<file path="src/rtl/ram_bist_ctrl_pkg.sv">
// ---------------------------------------------------------------------------
// ram_bist_ctrl_pkg
// Shared definitions for the RAM self-test sequencer: geometry of the 32x4
// RAM under test, pipeline/drain lengths, the sequencer state encoding and
// the generated test-data function d(a) = a[3:0] ^ PATTERN.
// ---------------------------------------------------------------------------
package ram_bist_ctrl_pkg;

  localparam int unsigned ADDR_W    = 5;
  localparam int unsigned DATA_W    = 4;
  localparam int unsigned DEPTH     = 32;
  localparam int unsigned ERR_W     = 7;
  localparam logic [3:0]  PATTERN   = 4'hA;

  // Edges from the controller registering a read op to the compare edge.
  localparam int unsigned CMP_LAT   = 2;
  // Cycles spent after the last op so the final compares can retire.
  localparam int unsigned DRAIN_CYC = 2;

  typedef enum logic [2:0] {
    ST_IDLE  = 3'd0,
    ST_WR0   = 3'd1,
    ST_RD0   = 3'd2,
    ST_WR1   = 3'd3,
    ST_RD1   = 3'd4,
    ST_DRAIN = 3'd5,
    ST_DONE  = 3'd6
  } bist_state_e;

  // Test data written in the true phase; the complement phase uses ~d(a).
  function automatic logic [DATA_W-1:0] bist_data(input logic [ADDR_W-1:0] addr);
    return addr[DATA_W-1:0] ^ PATTERN;
  endfunction

endpackage

</file>
<file path="src/rtl/ram_bist_ctrl_if.sv">
// ---------------------------------------------------------------------------
// ram_bist_ctrl_if
// Port bundle between the self-test sequencer and the synchronous RAM.
//   mem_addr  : RAM address           (sequencer -> RAM)
//   mem_wdata : RAM write data        (sequencer -> RAM)
//   mem_we    : RAM write enable      (sequencer -> RAM)
//   mem_rdata : RAM registered read   (RAM -> sequencer), write-first
// Modports: master = sequencer side, slave = RAM side.
// ---------------------------------------------------------------------------
interface ram_bist_ctrl_if
  import ram_bist_ctrl_pkg::*;
();

  logic [ADDR_W-1:0] mem_addr;
  logic [DATA_W-1:0] mem_wdata;
  logic              mem_we;
  logic [DATA_W-1:0] mem_rdata;

  modport master (
    output mem_addr,
    output mem_wdata,
    output mem_we,
    input  mem_rdata
  );

  modport slave (
    input  mem_addr,
    input  mem_wdata,
    input  mem_we,
    output mem_rdata
  );

endinterface

</file>
<file path="src/rtl/ram_bist_ctrl.sv">
// ---------------------------------------------------------------------------
// ram_bist_ctrl
// Self-test sequencer for the 32x4 synchronous RAM. On start it sweeps four
// phases (write d(a), read/compare d(a), write ~d(a), read/compare ~d(a)),
// one op per cycle over addresses 0..31, drains the read pipeline for two
// cycles and then reports the result until the next start.
//
// Ports:
//   Clock     in   rising-edge clock
//   Resetn    in   asynchronous active-low reset
//   start     in   level; begins a run from IDLE or DONE, ignored while busy
//   mem       if   RAM bus (master): registered addr/wdata/we, read data in
//   busy      out  high from the first op through the drain cycles
//   done      out  high while in DONE
//   pass      out  valid with done; 1 when the run saw no mismatch
//   fail_addr out  address of the first mismatch of the run, 0 if none
//   err_count out  number of mismatches in the run (0..64)
// ---------------------------------------------------------------------------
module ram_bist_ctrl
  import ram_bist_ctrl_pkg::*;
(
  input  logic                 Clock,
  input  logic                 Resetn,
  input  logic                 start,
  ram_bist_ctrl_if.master      mem,
  output logic                 busy,
  output logic                 done,
  output logic                 pass,
  output logic [ADDR_W-1:0]    fail_addr,
  output logic [ERR_W-1:0]     err_count
);

  localparam logic [ADDR_W-1:0] ADDR_ZERO  = {ADDR_W{1'b0}};
  localparam logic [ADDR_W-1:0] ADDR_ONE   = ADDR_W'(1);
  localparam logic [ADDR_W-1:0] ADDR_LAST  = ADDR_W'(DEPTH - 1);
  localparam logic [DATA_W-1:0] DATA_ZERO  = {DATA_W{1'b0}};
  localparam logic [1:0]        DRAIN_LAST = 2'(DRAIN_CYC - 1);
  localparam logic [ERR_W-1:0]  ERR_ZERO   = {ERR_W{1'b0}};
  localparam logic [ERR_W-1:0]  ERR_ONE    = ERR_W'(1);

  // Sequencer state; state_r describes the op currently on the RAM bus.
  bist_state_e       state_r;
  bist_state_e       state_s;
  logic [ADDR_W-1:0] addr_r;
  logic [ADDR_W-1:0] addr_s;
  logic [1:0]        drain_cnt_r;
  logic [1:0]        drain_cnt_s;
  logic              run_clear_s;

  // Registered RAM drive and issue-side read tags.
  logic              we_r;
  logic              we_s;
  logic [DATA_W-1:0] wdata_r;
  logic [DATA_W-1:0] wdata_s;
  logic              rd_iss_r;
  logic              rd_iss_s;
  logic [DATA_W-1:0] exp_iss_r;
  logic [DATA_W-1:0] exp_iss_s;
  logic              busy_r;
  logic              busy_s;

  // Compare stage: aligned with the RAM's registered read data.
  logic              chk_v_r;
  logic [DATA_W-1:0] exp_q_r;
  logic [ADDR_W-1:0] a_q_r;
  logic              mismatch_s;

  // Run results.
  logic              done_r;
  logic              pass_r;
  logic [ADDR_W-1:0] fail_addr_r;
  logic [ERR_W-1:0]  err_count_r;

  // Next-state, next-address and next bus values. Bus outputs are computed
  // from the next state so that they leave the flops together with it.
  always_comb begin
    state_s     = state_r;
    addr_s      = addr_r;
    drain_cnt_s = drain_cnt_r;
    run_clear_s = 1'b0;

    case (state_r)
      ST_IDLE, ST_DONE: begin
        if (start) begin
          state_s     = ST_WR0;
          addr_s      = ADDR_ZERO;
          run_clear_s = 1'b1;
        end else begin
          state_s     = state_r;
        end
      end
      ST_WR0, ST_RD0, ST_WR1, ST_RD1: begin
        if (addr_r == ADDR_LAST) begin
          addr_s      = ADDR_ZERO;
          drain_cnt_s = 2'd0;
          case (state_r)
            ST_WR0:  state_s = ST_RD0;
            ST_RD0:  state_s = ST_WR1;
            ST_WR1:  state_s = ST_RD1;
            default: state_s = ST_DRAIN;
          endcase
        end else begin
          addr_s = addr_r + ADDR_ONE;
        end
      end
      ST_DRAIN: begin
        if (drain_cnt_r == DRAIN_LAST) begin
          state_s     = ST_DONE;
          drain_cnt_s = 2'd0;
        end else begin
          drain_cnt_s = drain_cnt_r + 2'd1;
        end
      end
      default: begin
        state_s = ST_IDLE;
        addr_s  = ADDR_ZERO;
      end
    endcase

    we_s      = 1'b0;
    wdata_s   = DATA_ZERO;
    rd_iss_s  = 1'b0;
    exp_iss_s = DATA_ZERO;
    busy_s    = 1'b0;

    case (state_s)
      ST_WR0: begin
        we_s    = 1'b1;
        wdata_s = bist_data(addr_s);
        busy_s  = 1'b1;
      end
      ST_RD0: begin
        rd_iss_s  = 1'b1;
        exp_iss_s = bist_data(addr_s);
        busy_s    = 1'b1;
      end
      ST_WR1: begin
        we_s    = 1'b1;
        wdata_s = ~bist_data(addr_s);
        busy_s  = 1'b1;
      end
      ST_RD1: begin
        rd_iss_s  = 1'b1;
        exp_iss_s = ~bist_data(addr_s);
        busy_s    = 1'b1;
      end
      ST_DRAIN: begin
        busy_s = 1'b1;
      end
      default: begin
        busy_s = 1'b0;
      end
    endcase
  end

  // Sequencer state and registered RAM drive; reset drops mem_we at once.
  always_ff @(posedge Clock or negedge Resetn) begin
    if (!Resetn) begin
      state_r     <= ST_IDLE;
      addr_r      <= ADDR_ZERO;
      drain_cnt_r <= 2'd0;
      we_r        <= 1'b0;
      wdata_r     <= DATA_ZERO;
      rd_iss_r    <= 1'b0;
      exp_iss_r   <= DATA_ZERO;
      busy_r      <= 1'b0;
    end else begin
      state_r     <= state_s;
      addr_r      <= addr_s;
      drain_cnt_r <= drain_cnt_s;
      we_r        <= we_s;
      wdata_r     <= wdata_s;
      rd_iss_r    <= rd_iss_s;
      exp_iss_r   <= exp_iss_s;
      busy_r      <= busy_s;
    end
  end

  // A read issued at edge E is sampled by the RAM at E+1, so the tag moves
  // one stage and meets the RAM's registered data at E+2.
  always_comb begin
    if (chk_v_r && (mem.mem_rdata != exp_q_r)) begin
      mismatch_s = 1'b1;
    end else begin
      mismatch_s = 1'b0;
    end
  end

  // Compare pipeline and result accumulation.
  always_ff @(posedge Clock or negedge Resetn) begin
    if (!Resetn) begin
      chk_v_r     <= 1'b0;
      exp_q_r     <= DATA_ZERO;
      a_q_r       <= ADDR_ZERO;
      done_r      <= 1'b0;
      pass_r      <= 1'b0;
      fail_addr_r <= ADDR_ZERO;
      err_count_r <= ERR_ZERO;
    end else begin
      chk_v_r <= rd_iss_r;
      exp_q_r <= exp_iss_r;
      a_q_r   <= addr_r;
      done_r  <= (state_s == ST_DONE);

      if (run_clear_s) begin
        pass_r      <= 1'b0;
        fail_addr_r <= ADDR_ZERO;
        err_count_r <= ERR_ZERO;
      end else if (mismatch_s) begin
        err_count_r <= err_count_r + ERR_ONE;
        if (err_count_r == ERR_ZERO) begin
          fail_addr_r <= a_q_r;
        end
      end

      // All compares have retired by the time DRAIN hands over to DONE.
      if ((state_r == ST_DRAIN) && (state_s == ST_DONE)) begin
        pass_r <= (err_count_r == ERR_ZERO);
      end
    end
  end

  assign mem.mem_addr  = addr_r;
  assign mem.mem_wdata = wdata_r;
  assign mem.mem_we    = we_r;

  assign busy      = busy_r;
  assign done      = done_r;
  assign pass      = pass_r;
  assign fail_addr = fail_addr_r;
  assign err_count = err_count_r;

endmodule

</file>
<file path="src/flat_wrapper.sv">
// flat-port wrapper written by rule: the top's interface ports become plain ports
module ram_bist_ctrl_flat import ram_bist_ctrl_pkg::*;
  (Clock, Resetn, start, busy, done, pass, fail_addr, err_count, mem_mem_addr, mem_mem_wdata, mem_mem_we, mem_mem_rdata);
  ram_bist_ctrl_if mem_i ();
  input  logic Clock;
  input  logic Resetn;
  input  logic start;
  output logic busy;
  output logic done;
  output logic pass;
  output logic [ADDR_W-1:0] fail_addr;
  output logic [ERR_W-1:0] err_count;
  output wire logic [$bits(mem_i.mem_addr)-1:0] mem_mem_addr;
  output wire logic [$bits(mem_i.mem_wdata)-1:0] mem_mem_wdata;
  output wire logic [$bits(mem_i.mem_we)-1:0] mem_mem_we;
  input wire logic [$bits(mem_i.mem_rdata)-1:0] mem_mem_rdata;
  assign mem_mem_addr = mem_i.mem_addr;
  assign mem_mem_wdata = mem_i.mem_wdata;
  assign mem_mem_we = mem_i.mem_we;
  assign mem_i.mem_rdata = mem_mem_rdata;
  ram_bist_ctrl u_core (.Clock(Clock), .Resetn(Resetn), .start(start), .mem(mem_i), .busy(busy), .done(done), .pass(pass), .fail_addr(fail_addr), .err_count(err_count));
endmodule
</file>
<file path="config.mk">
export PLATFORM = sky130hd
export DESIGN_NAME = ram_bist_ctrl_flat
export DESIGN_NICKNAME = d
export VERILOG_FILES = /design/src/rtl/ram_bist_ctrl_pkg.sv /design/src/rtl/ram_bist_ctrl_if.sv /design/src/rtl/ram_bist_ctrl.sv /design/src/flat_wrapper.sv
export SDC_FILE = /design/constraint.sdc
export NUM_CORES = 1
export LEC_CHECK = 0
export BUFFER_PORTS_ARGS = -buffer_cell sky130_fd_sc_hd__buf_2
export CORE_MARGIN = 4
export CORE_UTILIZATION = 55
export DETAILED_ROUTE_END_ITERATION = 10
export GPL_TIMING_DRIVEN = 0
export PLACE_DENSITY = 0.8
export SYNTH_ARGS = -nofsm -noshare
export SYNTH_HDL_FRONTEND = slang
export SYNTH_SLANG_ARGS = --single-unit
</file>
<file path="constraint.sdc">
create_clock -name Clock -period 4.26 [get_ports Clock]
set_clock_uncertainty 0.15 [all_clocks]
set_input_delay 0.213 -clock Clock [delete_from_list [all_inputs] [get_ports Clock]]
set_output_delay 0.213 -clock Clock [all_outputs]
set_load 0.005 [all_outputs]
</file>
==> results summary <==
The run finished with clean final reports. The net count reported at finish is 250. IR analysis of the VDD net gives a maximum drop of 0.000254 V. The library cell used most frequently in the layout, excluding fill and tap cells, is sky130_fd_sc_hd__dfrtp_1.

The number of failing hold endpoints at the final stage was 0. The number of global-route vias before repair is 1,502. The path class of the tightest hold or removal check is input port to flop. After synthesis, the largest family of logic cells by area is simple AND/OR/NAND/NOR gates. Setup repair after global routing left no endpoint under its margin. The initial core utilization came out at 58.5%. The summed negative setup slack over all endpoints came out at 0 ps. The register area share after synthesis came out at slightly above 50%. The share of synthesized cell area in full adder, half adder and majority cells is 2.84%. The H-tree generated during clock tree synthesis spans 2 levels. The startpoint type of the worst setup path is a flop. At the end of routability-driven placement, the weighted congestion stood at 0.806.

The path type of the worst setup path is flop to flop. The most used flip-flop cell after synthesis is sky130_fd_sc_hd__dfrtp_1. The total DRC errors in the routed layout is 0. The final period utilization came out at 65.1%.

The basic-gate share of the synthesized area counting and, or, nand and nor cells came out at 16.8%. The arrival time at the worst endpoint came out at roughly 2800 ps. The maximum clock path buffer count came out at 2. The sum of internal, switching and leakage power came out at 971 µW.

The largest fanout on the critical path is 8. After detailed placement, the design holds a cell count of 278. The final-report setup violation count is 0. The number of different library cells in the post-synthesis netlist came out at 46. The total of flip-flops plus latches after synthesis came out at 45.

The tree is rooted in a sky130_fd_sc_hd__clkbuf_8. The worst setup path is captured at a flop. Of the total power, the share spent switching nets is a little under a third.

The TritonCTS buffer count is 5. The xor and xnor fraction of the mapped netlist area is 3.97%. The worst setup slack for register-to-register paths came out at 1490 ps.

The via count of the routed design is 1,586. The floorplan die height is 71.3 µm. The count of port buffers added during placement came out at 31. The data required time of the critical path is ~4300 ps. Combinational cells account for 21.3% of the total power. Pin placement for this block handled 32 I/O pins. The antenna diode count came out at 0. For this run the aggregate overflow at the end of global routing stands at 0. The dominant cell type by area after synthesis is sky130_fd_sc_hd__dfrtp_1. The tool flagged a number of max-cap violations equal to 0.

The number of gates resized after CTS was 0. The share of the core filled with cells in the final layout is 66.9%. In the post-route analysis, the smallest setup slack over all paths is 1490 ps. The number of placement rows is 22.

The worst-margin pin slew is 944 ps. The via density per instance came out at 5.53. The fraction of registers with async set/reset came out at between 90% and 100%. The register clock-pin slew on the reported worst setup and hold paths is 90 ps. The clock latency at the later pin of the worst-skew pair came out at 300 ps. The share of total power dissipated in the clock network is 27.0%.

The die outline width is about 71 µm. For this design the total switching power over the nets is 294 µW. The count of buffers added by post-CTS timing repair for setup is 0.

The maximum number of pins on one net before global-route repair is 46. The top achievable clock speed is approximately 360 MHz. The number of antenna violations at the first check in global routing was 0.

For this design the ratio of total power to cell area is 385 nW/µm². The fraction of final layout cells with drive strength greater than 1 is between 20% and 30%. The number of max-slew violations in the final report is 0.

The finished layout holds 287 standard cells, fillers aside. The number of iterations in the first detailed-routing pass came out at 4. The filler cell count is 303. Sorting the synthesized cells by area gives the leading types as sky130_fd_sc_hd__dfrtp_1 51%, sky130_fd_sc_hd__mux2i_1 5.4%, sky130_fd_sc_hd__nor2_1 4.1%. The number of DRC markers after the initial detailed-route iteration came out at 61.

During synthesis, Yosys emitted a total of 0 warnings. The cell count after synthesis is ~200. The total routing usage reported by global routing is 18.0%. The number of nets in the synthesized netlist is 211.

The library cells used most frequently in the layout, excluding fill and tap cells, are 45 x sky130_fd_sc_hd__dfrtp_1, 32 x sky130_fd_sc_hd__buf_2, 24 x sky130_fd_sc_hd__nor2_1, 12 x sky130_fd_sc_hd__o21ai_0, 12 x sky130_fd_sc_hd__mux2i_1. The worst slack at placement is roughly 1500 ps. The fraction of synthesized area in multiplexers is under 10%. The internal power came out at a little under 700 µW. Subtracting the final worst setup slack from the clock period gives 2770 ps.

Of the total power, registers draw 51.7%. The clock tree from TritonCTS is yes. Once detailed placement completed, the half-perimeter wirelength came to 3020 µm. The area growth from synthesis to layout is 14.4%. The die footprint came out at 5090 µm².

The count of hold-fix buffers inserted at cts is 1. The leakage power summed over all cells is 0.00126 µW. The post-detailed-route count of antenna-violating nets came out at 0. The share of Yosys cell area claimed by the top area cell type came out at 51.1%. After detailed routing, the total wire length is roughly 4300 µm. The per-instance average area after synthesis came out at 11.1 µm². The mapped netlist covers 2200 µm².

The number of enable flip-flop cells after synthesis came out at 0. Summing the areas of all compound-gate instances in the mapped netlist gives 14.0% of the synthesized area. The worst pin sits at a relative slew slack of 37.1%.

The floorplan step defined a core boundary enclosing 3770 µm². The first-pass GRT wire length is 7100 µm. After detailed routing, the average wire length per cell comes to 14.8 µm. The number of sinks driven by the clock tree is 45.
## worst paths after layout
path,start,depth (start not counted),end
worst max-delay path,u_core.mem.mem_addr[0],7,u_core.mem.mem_wdata[3]
worst min-delay path,start,4,u_core.mem.mem_addr[4]
worst max register to register,u_core.mem.mem_addr[0],7,u_core.mem.mem_wdata[3]
worst min register to register,u_core.exp_iss_r[3],0,u_core.exp_q_r[3]
max in group asynchronous,Resetn,2,u_core.mem.mem_we
min in group asynchronous,Resetn,2,u_core.mem.mem_addr[4]
## critical path, stage by stage, from the launching register on
cell,delay [ps]
sky130_fd_sc_hd__dfrtp_1,500
sky130_fd_sc_hd__ha_1,270
sky130_fd_sc_hd__and3_1,220
sky130_fd_sc_hd__ha_1,260
sky130_fd_sc_hd__nor2_1,190
sky130_fd_sc_hd__a21boi_0,620
sky130_fd_sc_hd__nor2_1,280
sky130_fd_sc_hd__o211a_1,180
## Yosys cell counts (2+ instances only)
| cell type | instances |
|---|---|
| sky130_fd_sc_hd__xor2_1 | 4 |
| sky130_fd_sc_hd__mux2_2 | 2 |
| sky130_fd_sc_hd__nor2b_1 | 4 |
| sky130_fd_sc_hd__nand2b_1 | 4 |
| sky130_fd_sc_hd__o21ai_0 | 12 |
| sky130_fd_sc_hd__inv_1 | 10 |
| sky130_fd_sc_hd__mux2i_1 | 12 |
| sky130_fd_sc_hd__a21oi_2 | 2 |
| sky130_fd_sc_hd__a21oi_1 | 4 |
| sky130_fd_sc_hd__o21ai_1 | 3 |
| sky130_fd_sc_hd__nand2_1 | 6 |
| sky130_fd_sc_hd__buf_6 | 2 |
| sky130_fd_sc_hd__xnor2_1 | 6 |
| sky130_fd_sc_hd__nand3_1 | 7 |
| sky130_fd_sc_hd__and3_1 | 2 |
| sky130_fd_sc_hd__and2_1 | 2 |
| sky130_fd_sc_hd__buf_4 | 3 |
| sky130_fd_sc_hd__dfrtp_1 | 45 |
| sky130_fd_sc_hd__a221oi_2 | 2 |
| sky130_fd_sc_hd__nand3b_1 | 2 |
| sky130_fd_sc_hd__nor2_1 | 24 |
| sky130_fd_sc_hd__nor4_1 | 3 |
| sky130_fd_sc_hd__nor3_1 | 6 |
| sky130_fd_sc_hd__ha_1 | 5 |
| sky130_fd_sc_hd__and3b_1 | 4 |
| sky130_fd_sc_hd__or3_1 | 2 |
| sky130_fd_sc_hd__o21bai_1 | 2 |
## layout make-up
type                       count  area [µm²]  area share [%]
clock buffer                   5        68.8            2.73
buffer                         7        53.8            2.13
timing repair buffer          32         165            6.55
clock inverter                 3        22.5           0.893
multi-input combinational    137         987            39.2
inverter                      10        37.5            1.49
tap                           48        60.1            2.38
sequential                    45        1130            44.7
## through the flow
| step | cell area (µm²) | hold slack (ps) |
|---|---|---|
| 2_1_floorplan | 2200 | -233 |
| 5_1_grt | 2520 | 215 |
| 4_1_cts | 2520 | 179 |
| 3_5_place_dp | 2420 | 185 |
| 3_3_place_gp | 2420 | 184 |
| 6_report | 2520 | 185 |
## state kept, by name, summed over array words and instances (netlist names)
signal and cells:
u_core.busy 1, u_core.mem.mem_we 1, u_core.a_q_r 5, u_core.err_count 7
u_core.mem.mem_wdata 4, u_core.pass 1, u_core.drain_cnt_r 2, u_core.rd_iss_r 1
u_core.chk_v_r 1, u_core.exp_q_r 4, u_core.done 1, u_core.state_r 3
u_core.fail_addr 5, u_core.mem.mem_addr 5, u_core.exp_iss_r 4
## power by group through the flow
stage	logic, µW	registers (µW)	clock network, µW
after CTS	210	502	270
after floorplan	130	509	0
after detailed placement	207	510	0
after global placement	201	508	0
after global routing	230	509	289
final	207	502	262
## kinds of logic after synthesis
group,count (synthesis)
AOI/OAI and AO/OA,37
xor gates and xnor gates,10
adders and majority gates,5
buffers and inverters,17
DFF,45
muxes,15
and+or+nand+nor,70
## routing by layer
metal	track usage [%]	routed length (µm)
met4	6.47	74
met1	23.5	1920
met2	28.3	2040
met5	0	0
met3	5.75	235
(Power assumes the default switching activity.)
